$ cat src/rtl/spi_word_sequencer.sv
// +--------------------------------------------------------------------------+
// | Module      : spi_word_sequencer                                         |
// | Description : Splits a wide word into MSB-first byte transfers for the   |
// |               byte-level SPI controller and reassembles the reply word.  |
// |               Optional per-byte watchdog: define SPI_SEQ_TIMEOUT_EN.     |
// | Revision    : 1.0 - initial release                                      |
// +--------------------------------------------------------------------------+
`default_nettype none

module spi_word_sequencer #(
  parameter int WORD_WIDTH     = 64,
  parameter int BYTE_WIDTH     = 8,
  parameter int GAP_CYCLES     = 4,
  parameter int TIMEOUT_CYCLES = 4096
) (
  input  logic                  clk_in,
  input  logic                  rst_n_in,
  input  logic [WORD_WIDTH-1:0] word_in,
  input  logic                  word_valid_in,
  output logic                  word_ready_out,
  output logic [BYTE_WIDTH-1:0] spi_data_out,
  output logic                  spi_trigger_out,
  input  logic [BYTE_WIDTH-1:0] spi_data_in,
  input  logic                  spi_valid_in,
  output logic [WORD_WIDTH-1:0] rx_word_out,
  output logic                  rx_valid_out,
  output logic                  busy_out,
  output logic                  error_out
);

  localparam int c_nbytes = WORD_WIDTH / BYTE_WIDTH;
  localparam int c_cnt_w  = (c_nbytes > 1) ? $clog2(c_nbytes) : 1;
  localparam int c_gap_w  = (GAP_CYCLES > 1) ? $clog2(GAP_CYCLES) : 1;
  localparam logic [c_cnt_w-1:0] c_last_byte = c_cnt_w'(c_nbytes - 1);
  localparam logic [c_gap_w-1:0] c_gap_last  = c_gap_w'(GAP_CYCLES - 1);

  typedef enum logic [2:0] {
    S_IDLE = 3'd0,
    S_TRIG = 3'd1,
    S_WAIT = 3'd2,
    S_GAP  = 3'd3,
    S_DONE = 3'd4
  } state_t;

  state_t                  r_state;
  logic [WORD_WIDTH-1:0]   r_tx_shift;
  logic [WORD_WIDTH-1:0]   r_rx_shift;
  logic [c_cnt_w-1:0]      r_byte_cnt;
  logic [c_gap_w-1:0]      r_gap_cnt;

  logic [WORD_WIDTH+BYTE_WIDTH-1:0] w_rx_cat;
  logic [WORD_WIDTH+BYTE_WIDTH-1:0] w_tx_cat;
  logic [WORD_WIDTH-1:0]            w_rx_next;
  logic [WORD_WIDTH-1:0]            w_tx_next;
  logic                             w_last;
  logic                             w_gap_done;
  logic                             w_timeout;

  // Concatenate-then-truncate keeps the shifts legal even when NBYTES == 1.
  assign w_rx_cat   = {r_rx_shift, spi_data_in};
  assign w_tx_cat   = {r_tx_shift, {BYTE_WIDTH{1'b0}}};
  assign w_rx_next  = w_rx_cat[WORD_WIDTH-1:0];
  assign w_tx_next  = w_tx_cat[WORD_WIDTH-1:0];
  assign w_last     = (r_byte_cnt == c_last_byte);
  assign w_gap_done = (r_gap_cnt == c_gap_last);

`ifdef SPI_SEQ_TIMEOUT_EN
  localparam int c_wd_w = (TIMEOUT_CYCLES > 1) ? $clog2(TIMEOUT_CYCLES) : 1;
  localparam logic [c_wd_w-1:0] c_wd_last = c_wd_w'(TIMEOUT_CYCLES - 1);

  logic [c_wd_w-1:0] r_wd_cnt;
  logic              r_error;

  // A reply arriving on the expiry cycle takes priority over the timeout.
  assign w_timeout = (r_state == S_WAIT) && (r_wd_cnt == c_wd_last) && !spi_valid_in;
  assign error_out = r_error;

  always_ff @(posedge clk_in or negedge rst_n_in) begin
    if (!rst_n_in) begin
      r_wd_cnt <= '0;
      r_error  <= 1'b0;
    end else begin
      r_error  <= w_timeout;
      r_wd_cnt <= (r_state == S_WAIT) ? r_wd_cnt + 1'b1 : '0;
    end
  end
`else
  assign w_timeout = 1'b0;
  assign error_out = 1'b0;
`endif

  always_ff @(posedge clk_in or negedge rst_n_in) begin
    if (!rst_n_in) begin
      r_state         <= S_IDLE;
      r_tx_shift      <= '0;
      r_rx_shift      <= '0;
      r_byte_cnt      <= '0;
      r_gap_cnt       <= '0;
      word_ready_out  <= 1'b1;
      spi_data_out    <= '0;
      spi_trigger_out <= 1'b0;
      rx_word_out     <= '0;
      rx_valid_out    <= 1'b0;
      busy_out        <= 1'b0;
    end else begin
      spi_trigger_out <= 1'b0;
      rx_valid_out    <= 1'b0;
      case (r_state)
        S_IDLE: begin
          if (word_valid_in && word_ready_out) begin
            r_tx_shift      <= word_in;
            r_byte_cnt      <= '0;
            r_gap_cnt       <= '0;
            spi_data_out    <= word_in[WORD_WIDTH-1 -: BYTE_WIDTH];
            spi_trigger_out <= 1'b1;
            word_ready_out  <= 1'b0;
            busy_out        <= 1'b1;
            r_state         <= S_TRIG;
          end
        end
        S_TRIG: r_state <= S_WAIT;
        S_WAIT: begin
          if (spi_valid_in) begin
            r_rx_shift <= w_rx_next;
            r_tx_shift <= w_tx_next;
            if (w_last) begin
              rx_word_out  <= w_rx_next;
              rx_valid_out <= 1'b1;
              r_state      <= S_DONE;
            end else begin
              r_byte_cnt <= r_byte_cnt + 1'b1;
              if (GAP_CYCLES == 0) begin
                spi_data_out    <= w_tx_next[WORD_WIDTH-1 -: BYTE_WIDTH];
                spi_trigger_out <= 1'b1;
                r_state         <= S_TRIG;
              end else begin
                r_gap_cnt <= '0;
                r_state   <= S_GAP;
              end
            end
          end else if (w_timeout) begin
            word_ready_out <= 1'b1;
            busy_out       <= 1'b0;
            r_state        <= S_IDLE;
          end
        end
        S_GAP: begin
          if (w_gap_done) begin
            spi_data_out    <= r_tx_shift[WORD_WIDTH-1 -: BYTE_WIDTH];
            spi_trigger_out <= 1'b1;
            r_state         <= S_TRIG;
          end else begin
            r_gap_cnt <= r_gap_cnt + 1'b1;
          end
        end
        S_DONE: begin
          word_ready_out <= 1'b1;
          busy_out       <= 1'b0;
          r_state        <= S_IDLE;
        end
        default: begin
          word_ready_out <= 1'b1;
          busy_out       <= 1'b0;
          r_state        <= S_IDLE;
        end
      endcase
    end
  end

endmodule

`default_nettype wire

$ cat config.mk
export PLATFORM = sky130hd
export DESIGN_NAME = spi_word_sequencer
export DESIGN_NICKNAME = d
export VERILOG_FILES = /design/src/rtl/spi_word_sequencer.sv
export SDC_FILE = /design/constraint.sdc
export NUM_CORES = 1
export LEC_CHECK = 0
export BUFFER_PORTS_ARGS = -buffer_cell sky130_fd_sc_hd__buf_2
export CAP_MARGIN = 10
export CORE_MARGIN = 8
export CORE_UTILIZATION = 26
export CTS_CLUSTER_SIZE = 10
export DETAILED_ROUTE_END_ITERATION = 10
export PLACE_DENSITY = 0.53
export SYNTH_ARGS = -nofsm -noshare
export SYNTH_HDL_FRONTEND = slang
export SYNTH_SLANG_ARGS = --single-unit
$ cat constraint.sdc
create_clock -name clk_in -period 1.7 [get_ports clk_in]
set_input_delay 0 -clock clk_in [delete_from_list [all_inputs] [get_ports clk_in]]
set_output_delay 0 -clock clk_in [all_outputs]
set_load 0.01 [all_outputs]
==> flow_metrics.py <==
metrics = {
    "floorplanning": {
        "placementRows": 66,
        "initial_core_util_pct": 26.4,
        "die_area_um2": 39200,
        "fp.coreArea_um2": 32500,
        "die_x_um": 198,
        "ios": 153,
        "die_h_um": 198,
    },
    "placed_design": {
        "io_buffers": 151,
        "dp_hpwl_mm": 13.8,
        "place_congestion": 0.732,
        "place_area_um2": 10100,
    },
    "logic_synthesis": {
        "syn_area_um2": 8600,
        "postSynthCellCount": 539,
        "synth_xor_area_share_pct": 0,
        "synth_area_per_cell_um2": 16.0,
        "ys_warn_count": 0,
        "synthTopCellsByArea": "dfrtp_1 59%, mux2_2 28%, mux2_1 4.8%, buf_6 1.6%, a22o_1 0.92%",
        "synth_fp_nets": 618,
        "synth_mux_area_share_pct": 32.6,
        "synth_top_area_cell": "dfrtp_1",
        "synth_top_area_share_pct": 59.0,
        "ys_seq_elements": 204,
        "synth_adder_area_share_pct": 0.436,
        "synth_compound_gate_area_share_pct": 2.18,
        "synth_top_family_by_area": "multiplexers",
        "synth-simple-area-share_pct": 2.37,
        "seq_area_frac_synth_pct": 59.4,
        "synth_cell_types": 37,
    },
    "timing": {
        "setup_ws_ns": -0.0836,
        "fin_crit_sh_pct": 105,
        "rsz0062_at_grt": "yes",
        "drv_slew": 0,
        "period_minus_slack_ns": 1.78,
        "hold_viol": 0,
        "fmax_mhz": 561,
        "finalSetupViolCount": 118,
        "clock_skew_ns": 0.0168,
    },
    "finish": {
        "final_nets": 898,
        "drive_gt1_share_pct": 59.5,
        "layout_commonest_cell": "dfrtp_1",
        "finish.instance_area_um2": 12400,
        "fin_util_pct": 38.1,
        "area_growth_pct": 44.0,
        "mostFrequentLayoutCells": "201 x dfrtp_1, 153 x mux2_2, 150 x buf_2",
    },
    "grt": {
        "grt_max_degree": 57,
        "grt_pass1_wl_mm": 34.0,
        "antenna_found_initial": 3,
        "track_usage_pct": 10.7,
        "grt-ovfl-total": 0,
        "grt_pass1_vias": 5937,
    },
    "setup_path": {
        "cp-start-kind": "register",
        "slowest_delay_ns": 0.43,
        "crit_fanout": 10,
        "arrival_ns": 2.19,
        "crit_buf_inv": 3,
        "critPathKind": "reg2reg",
        "worstSetupEndpointType": "register",
        "worstPathRequired_ns": 2.10,
        "rr_startpoint": "r_state[1]",
        "crit_family": "buffers and inverters",
        "cp_cell_sequence": "buf_6, nand3b_4, o31ai_4, buf_4, clkbuf_16, mux2_2",
        "cp_slowest_cell": "dfrtp_1",
        "crit_start": "r_state[1]",
    },
    "route": {
        "drtIter0Drc": 133,
        "antenna_left": 0,
        "routedWlPerCell_um": 17.8,
        "wl_mm": 22.7,
        "num_vias": 5501,
        "drc": 0,
        "first_pass_iters": 5,
        "viasPerCell": 4.32,
    },
    "hold_path": {
        "hold_path.class": "in2reg",
        "min_from": "word_in[0]",
    },
    "cts": {
        "numCtsBuffers": 25,
        "clockRootBuffer": "clkbuf_16",
        "clkTransAtPathRegs_ns": 0.06,
        "cts_buffer_depth": 3,
        "cts_sinks": 204,
        "cts_tree": "built",
        "htreeDepth": 1,
        "clk_latency_ns": 0.53,
    },
    "pwr": {
        "power_density_nw_per_um2": 1580,
        "p_total_w": 0.0196,
        "ir_drop_v": 0.000925,
        "p_leak_nw": 5.93,
    },
    "run_status": {
        "status": "finished, violations left",
        "violations": "negative setup slack",
    },
    "flow_run": {
        "max_cap_viol_count": 0,
    },
}
## layer usage
| metal | part of all wire [%] | global-route usage, % |
|---|---|---|
| met2 | 47 | 17.4 |
| met4 | 1.7 | 2.41 |
| met1 | 45 | 13.8 |
| met3 | 6.4 | 3.38 |
| met5 | 0 | 0 |
## cell families (layout without fill, tap and decap cells)
kind of cell / count (synthesis) / in the layout
adders and majority gates: 3 / 3
and+or+nand+nor: 25 / 25
DFF: 204 / 204
buffers and inverters: 35 / 324
muxes: 249 / 249
AOI/OAI and AO/OA: 22 / 22
other: 1 / 4
## flip-flops by register name (all words and copies together) (netlist names)
| signal | cells |
|---|---|
| r_state | 3 |
| spi_data_out | 8 |
| rx_valid_out | 1 |
| busy_out | 1 |
| r_rx_shift | 56 |
| rx_word_out | 64 |
| r_tx_shift | 64 |
| r_gap_cnt | 2 |
| r_byte_cnt | 3 |
| spi_trigger_out | 1 |
| word_ready_out | 1 |
## report_power, final
group / total (W) / leakage, nW / internal [W] / switching [W]
clock network: 0.00474 / 0.343 / 0.00276 / 0.00198
registers: 0.00784 / 2.60 / 0.00666 / 0.00118
logic: 0.00705 / 2.99 / 0.00452 / 0.00254
total: 0.0196 / 5.93 / 0.0139 / 0.00570
## synth_stat cells, drive strengths merged
cell       n
dfstp      1
o21ai      1
buf       31
and3b      1
nor4b      1
nand3      1
nand4bb    2
inv        2
nand4b     1
and2       1
nand3b     3
nor3b      1
clkbuf     2
and3       4
a21oi      3
a211o      3
o22ai      1
a21o       1
mux2     249
o221ai     1
a22o       9
a211oi     1
nor4bb     1
o31ai      1
conb       1
dfrtp    203
and4bb     1
a21boi     1
nand2      4
nor2       3
ha         3
nor3       1
## final cells by class
type | count | area [µm²]
Timing Repair Buffer | 286 | 2390
Sequential cell | 204 | 5110
Fill cell | 3130 | 20200
Multi-Input combinational cell | 300 | 3610
Clock buffer | 33 | 676
Tap cell | 442 | 553
Clock inverter | 3 | 32.5
Inverter | 2 | 7.51
Antenna cell | 3 | 7.51
## worst register-to-register path, cell delays in order, from the launching register on
cell	delay (ns)
dfrtp_1	0.43
buf_6	0.15
nand3b_4	0.16
o31ai_4	0.22
buf_4	0.20
clkbuf_16	0.17
mux2_2	0.34
## through the flow
stage | setup slack [ns] | hold WS [ns] | instances | setup TNS [ns]
5_1_grt | -0.145 | 0.229 | 1273 | -13.93
6_report | -0.0836 | 0.241 | 1273 | -5.93
2_1_floorplan | -0.00130 | -0.296 | 539 | -0.00650
3_5_place_dp | -0.101 | -0.0148 | 1129 | -4.36
4_1_cts | -0.0755 | 0.208 | 1249 | -4.36
3_3_place_gp | -0.0515 | -0.0135 | 1129 | -2.12
## worst paths after layout
check / end / slack [ns] / cells after the start
hold / removal: r_tx_shift[0] / 0.24 / 3
hold reg to reg: rx_word_out[54] / 0.48 / 1
max in group asynchronous: word_ready_out / 0.51 / 4
min in group asynchronous: rx_word_out[51] / 0.54 / 3
setup / recovery: r_tx_shift[20] / -0.08 / 6
setup reg to reg: r_tx_shift[20] / -0.08 / 6
## what timing repair did
action                     CTS  global route
setup buffers                4            12
hold endpoints to repair   295             0
setup endpoints to repair   93           128
resized for setup           25            80
pin swaps                    3             0
hold buffers                76             0
gates cloned                 4            10
Power figures use the tool's default switching activity.
